### src/rtl/reorder_tag_issuer_if.sv
// rtl/reorder_tag_issuer_if.sv - request, issue and retire signal bundle for the tag issuer
interface reorder_tag_issuer_if #(
   parameter int WID   = 32,
   parameter int DEPTH = 8
);
   localparam int AWID = $clog2(DEPTH);

   logic            vldin;
   logic [WID-1:0]  din;
   logic            readyin;
   logic            vldout;
   logic [WID-1:0]  dout;
   logic [AWID:0]   tagout;
   logic            readyout;
   logic            retire;
   logic [AWID:0]   retire_tag;

   // master is the surrounding logic: it offers requests, accepts issues and reports retires
   modport master (
      output vldin, din, readyout, retire, retire_tag,
      input  readyin, vldout, dout, tagout
   );

   // slave is the tag issuer itself
   modport slave (
      input  vldin, din, readyout, retire, retire_tag,
      output readyin, vldout, dout, tagout
   );
endinterface

### src/rtl/reorder_tag_issuer.sv
// rtl/reorder_tag_issuer.sv - sequence tag issue, in-flight limit and in-order retire check
module reorder_tag_issuer #(
   parameter int WID   = 32,
   parameter int DEPTH = 8,
   parameter int AWID  = $clog2(DEPTH)
) (
   input  logic                   clk,
   input  logic                   rst_n,
   input  logic                   softreset,
   reorder_tag_issuer_if.slave    bus,
   output logic [15:0]            count,
   output logic                   draining,
   output logic                   err_underflow,
   output logic                   err_order
);
   typedef enum logic {RUN = 1'b0, DRAIN = 1'b1} state_t;

   localparam logic [AWID:0] DEPTH_C = (AWID+1)'(DEPTH);
   localparam logic [AWID:0] TAG_MAX = (AWID+1)'(2*DEPTH-1);
   localparam logic [AWID:0] TAG_ONE = (AWID+1)'(1);

   state_t          state;
   logic [AWID:0]   wtag;
   logic [AWID:0]   rtag;
   logic [AWID:0]   outstanding;
   logic            vld_q;
   logic [WID-1:0]  dout_q;
   logic [AWID:0]   tag_q;

   logic            accept;
   logic            handshake;
   logic            retire_ok;
   logic            drain_done;

   // readyin only looks at registered state, so a same-cycle retire cannot open the gate
   assign bus.readyin = rst_n && (state == RUN) && (outstanding < DEPTH_C) &&
                        (!vld_q || bus.readyout);

   assign accept     = bus.vldin && bus.readyin;
   assign handshake  = vld_q && bus.readyout;
   assign retire_ok  = bus.retire && (outstanding != '0);
   assign drain_done = (state == DRAIN) && (outstanding == '0) && !vld_q;

   assign bus.vldout = vld_q;
   assign bus.dout   = dout_q;
   assign bus.tagout = tag_q;
   assign count      = {{(15-AWID){1'b0}}, outstanding};
   assign draining   = (state == DRAIN);

   // issue register, tag counters, in-flight count, error flags and RUN/DRAIN control
   always_ff @(posedge clk) begin
      if (!rst_n) begin
         state         <= RUN;
         wtag          <= '0;
         rtag          <= '0;
         outstanding   <= '0;
         vld_q         <= 1'b0;
         dout_q        <= '0;
         tag_q         <= '0;
         err_underflow <= 1'b0;
         err_order     <= 1'b0;
      end else begin
         if (accept) begin
            dout_q <= bus.din;
            tag_q  <= wtag;
            vld_q  <= 1'b1;
            wtag   <= (wtag == TAG_MAX) ? '0 : wtag + TAG_ONE;
         end else if (handshake) begin
            vld_q <= 1'b0;
         end

         if (bus.retire && (outstanding == '0)) begin
            err_underflow <= 1'b1;
         end
         if (retire_ok) begin
            if (bus.retire_tag != rtag) begin
               err_order <= 1'b1;
            end
            rtag <= (rtag == TAG_MAX) ? '0 : rtag + TAG_ONE;
         end

         case ({accept, retire_ok})
            2'b10:   outstanding <= outstanding + TAG_ONE;
            2'b01:   outstanding <= outstanding - TAG_ONE;
            default: outstanding <= outstanding;
         endcase

         case (state)
            RUN: begin
               if (softreset) begin
                  state <= DRAIN;
               end
            end
            DRAIN: begin
               // nothing in flight and nothing held: restart the sequence from a clean slate
               if (drain_done) begin
                  wtag          <= '0;
                  rtag          <= '0;
                  err_underflow <= 1'b0;
                  err_order     <= 1'b0;
                  state         <= RUN;
               end
            end
            default: state <= RUN;
         endcase
      end
   end
endmodule
### src/flat_wrapper.sv
// flat-port wrapper written by rule: the top's interface ports become plain ports
module reorder_tag_issuer_flat 
#(
   parameter int WID   = 32,
   parameter int DEPTH = 8,
   parameter int AWID  = $clog2(DEPTH)
)
  (clk, rst_n, softreset, count, draining, err_underflow, err_order, bus_vldin, bus_din, bus_readyout, bus_retire, bus_retire_tag, bus_readyin, bus_vldout, bus_dout, bus_tagout);
  reorder_tag_issuer_if #(.WID(WID), .DEPTH(DEPTH)) bus_i ();
  input  logic clk;
  input  logic rst_n;
  input  logic softreset;
  output logic [15:0] count;
  output logic draining;
  output logic err_underflow;
  output logic err_order;
  input wire logic [$bits(bus_i.vldin)-1:0] bus_vldin;
  input wire logic [$bits(bus_i.din)-1:0] bus_din;
  input wire logic [$bits(bus_i.readyout)-1:0] bus_readyout;
  input wire logic [$bits(bus_i.retire)-1:0] bus_retire;
  input wire logic [$bits(bus_i.retire_tag)-1:0] bus_retire_tag;
  output wire logic [$bits(bus_i.readyin)-1:0] bus_readyin;
  output wire logic [$bits(bus_i.vldout)-1:0] bus_vldout;
  output wire logic [$bits(bus_i.dout)-1:0] bus_dout;
  output wire logic [$bits(bus_i.tagout)-1:0] bus_tagout;
  assign bus_i.vldin = bus_vldin;
  assign bus_i.din = bus_din;
  assign bus_i.readyout = bus_readyout;
  assign bus_i.retire = bus_retire;
  assign bus_i.retire_tag = bus_retire_tag;
  assign bus_readyin = bus_i.readyin;
  assign bus_vldout = bus_i.vldout;
  assign bus_dout = bus_i.dout;
  assign bus_tagout = bus_i.tagout;
  reorder_tag_issuer #(.WID(WID), .DEPTH(DEPTH), .AWID(AWID)) u_core (.clk(clk), .rst_n(rst_n), .softreset(softreset), .bus(bus_i), .count(count), .draining(draining), .err_underflow(err_underflow), .err_order(err_order));
endmodule
### config.mk
export PLATFORM = sky130hd
export DESIGN_NAME = reorder_tag_issuer_flat
export DESIGN_NICKNAME = d
export VERILOG_FILES = /design/src/rtl/reorder_tag_issuer_if.sv /design/src/rtl/reorder_tag_issuer.sv /design/src/flat_wrapper.sv
export SDC_FILE = /design/constraint.sdc
export NUM_CORES = 1
export LEC_CHECK = 0
export BUFFER_PORTS_ARGS = -buffer_cell sky130_fd_sc_hd__buf_4
export CORE_MARGIN = 2
export CORE_UTILIZATION = 53
export CTS_BUF_LIST = sky130_fd_sc_hd__clkbuf_8
export CTS_CLUSTER_SIZE = 14
export DETAILED_ROUTE_END_ITERATION = 8
export GPL_TIMING_DRIVEN = 0
export PLACE_DENSITY_LB_ADDON = 0.1
export SLEW_MARGIN = 20
export SYNTH_ARGS = -nofsm -noshare
export SYNTH_HDL_FRONTEND = slang
export SYNTH_SLANG_ARGS = --single-unit
### constraint.sdc
create_clock -name clk -period 4.3 [get_ports clk]
set_clock_uncertainty 0.1 [all_clocks]
set_input_delay 0.43 -clock clk [delete_from_list [all_inputs] [get_ports clk]]
set_output_delay 0.43 -clock clk [all_outputs]
set_load 0.05 [all_outputs]
==> reports/results.txt <==
# hold bufs at CTS - 0
period utilization - 64.6%
Async SR Flop Fraction - 0%
fill cell count - 300
first-pass GRT wire length - 8420 µm
Resize count post-CTS - 0
Starting Density - 56.1%
Slew Limit Fails - 0
worst reg2reg path depth - 10
# Post-CTS Setup Buffers - 0
unrepaired setup endpoints after global routing - no
CTS HTree Levels - 2
Post-Synthesis Cell Area - 2290 µm²
largest net degree at the start of global routing - 17
clk buf depth - 2
DR iter-0 viols - 60
Worst EP required - 4.42 ns
Tmin final - 2.78 ns
Final Util - 76.8%
die width - 69.7 µm
largest fanout on the critical path - 8
Final #Nets - 420
die height - 69.7 µm
reg2reg setup slack - 1.52 ns
Cells after Synth - 269
outcome - finished, final reports clean
layout cells sized above 1 - 32.4%
commonest non-fill, non-tap cell in the layout - buf_4
Die Footprint - 4860 µm²
drt drc - 0
type of origin of the critical path - register
Hold WC Path Type - in -> reg
Synth cell types - 38
Setup TNS Final - 0 ns
RR Startpoint - u_core.outstanding[1]
Setup violations, final - 0
HPWL after DPL - 3650 µm
GPL Wtd Cong - 0.734
routed vias/inst - 4.81
IO buf count - 86
Antenna diodes - 0
pwr/cell area - 469 nW/µm²
Area Growth Syn to Fin - 36.9%
Remaining Overflow, GRT - 0
Primary FF master, synth - dfxtp_1
Arr. time, crit path - 2.90 ns
Synth Area per Inst - 8.52 µm²
most frequent cells in the layout - buf_4 (99), nand2_1 (85), dfxtp_1 (52)
Leakage - 1.40 nW
synthesis warning total - 0
VDD IR max - 0.252 mV
EDFF count, synth - 0
Peak Freq - 360 MHz
sequential fraction of the synthesis area - 45.4%
initial antenna violation count - 0
drt wl/cell - 11.4 µm
Vias - 2,040
Crit. End Element - register
Post-Layout Cell Count - 424
worst r2r dst - u_core.outstanding[2]
CP startpoint - u_core.outstanding[1]
crit path to - u_core.outstanding[2]
max-cap viol count - 0
Site Rows - 23
DRT Wirelength - 4830 µm
worst hold slack - 0.236 ns
Core ar. - 4090 µm²
CTS Buf Count - 5
flops & latches, synth - 52
Setup CP Type - reg -> reg
Detailed Routing Iterations Pass 1 - 4
placed insts - 416
vias in the first global route - 1,966
clock slew at reported path FFs - 0.09 ns
clock latency on the worst-skew pair - 0.30 ns
Antenna Nets Post-Route - 0
clock sink count - 52
Final Hold Violating Endpoints - 0
GRT Util Overall - 20.6%
CTS tree - built
Boundary Pins - 99
root buffer cell - clkbuf_8
==> logic make-up after synthesis <==
kind of cell             synth area share (%)
AND/OR/NAND/NOR                          20.5
AO/OA/AOI/OAI                            18.8
flip-flops                               45.4
buffers and inverters                    8.03
XOR/XNOR                                 3.44
adder cells (fa/ha/maj)                  2.73
multiplexers                            0.874
other                                   0.164
==> stage by stage <==
step	power [W]	cell area (µm²)	setup WS, ns
after floorplan	0.00102	2330	1.58
after global placement	0.00118	3040	1.52
after detailed placement	0.00119	3040	1.42
after CTS	0.00148	3140	1.54
after global routing	0.00155	3140	1.38
final	0.00147	3140	1.52
==> sequential cells by signal, indices dropped and copies added (netlist names) <==
| register | cells |
|---|---|
| u_core.outstanding | 4 |
| u_core.draining | 1 |
| u_core.wtag | 4 |
| u_core.err_underflow | 1 |
| u_core.bus.dout | 32 |
| u_core.rtag | 4 |
| u_core.bus.vldout | 1 |
| u_core.bus.tagout | 4 |
| u_core.err_order | 1 |
==> power by group <==
| part | leakage, nW | switching [W] | total (W) | internal [W] |
|---|---|---|---|---|
| clock network | 0.0516 | 0.000160 | 0.000292 | 0.000132 |
| logic | 0.926 | 0.000382 | 0.000593 | 0.000211 |
| registers | 0.423 | 0.0000495 | 0.000586 | 0.000536 |
| total | 1.40 | 0.000592 | 0.00147 | 0.000879 |
==> cells in the mapped netlist (2+ instances only) <==
master | count | share of area, %
xnor2_1 | 7 | 2.7
a21boi_0 | 25 | 8.2
nand2_1 | 85 | 14
o21ai_0 | 2 | 0.44
a21boi_1 | 13 | 4.3
nand2b_1 | 2 | 0.55
xor2_1 | 2 | 0.76
nor2_1 | 11 | 1.8
buf_4 | 13 | 4.3
inv_1 | 3 | 0.49
dfxtp_1 | 52 | 45
ha_1 | 5 | 2.7
buf_2 | 9 | 2.0
nand3_1 | 2 | 0.44
nor2b_1 | 3 | 0.82
nor4_1 | 2 | 0.55
mux2i_1 | 2 | 0.87
clkbuf_1 | 4 | 0.66
a21oi_1 | 8 | 1.7
==> critical path: stages, from the launching register on <==
cell and delay, ns:
dfxtp_1 0.31, buf_2 0.17, o41ai_4 0.52, inv_1 0.20, ha_1 0.32, xor2_1 0.17, ha_1 0.19, a21oi_1 0.15
xor2_1 0.10, or3_1 0.30, a21boi_0 0.16
==> layer usage <==
layer	global-route usage [%]	share of wire, %
met1	25.0	44
met5	0	0
met3	3.92	7.4
met4	6.20	1.1
met2	36.9	47
==> layout make-up <==
class | instances | area (µm²) | share of cell area (%)
well taps | 50 | 62.6 | 1.99
clock inverters | 2 | 13.8 | 0.439
clock buffers | 6 | 82.6 | 2.63
inverters | 4 | 15.0 | 0.479
multi-input cells | 197 | 1110 | 35.3
repair buffers | 86 | 646 | 20.6
flip-flops and latches | 52 | 1040 | 33.2
plain buffers | 27 | 169 | 5.38
==> how the worst min path moves through the flow <==
stage	from	endpoint	slack (ns)	cells after the start
3_3_place_gp	u_core.bus.dout[14]	u_core.bus.dout[14]	0.34	2
3_5_place_dp	u_core.bus.dout[16]	u_core.bus.dout[16]	0.35	2
4_1_cts	softreset	u_core.draining	0.24	3
2_1_floorplan	u_core.rtag[1]	u_core.rtag[1]	0.38	2
5_1_grt	bus_din[27]	u_core.bus.dout[27]	0.26	3
6_report	softreset	u_core.draining	0.24	3
Note: power is estimated with default switching activity, not from simulation.
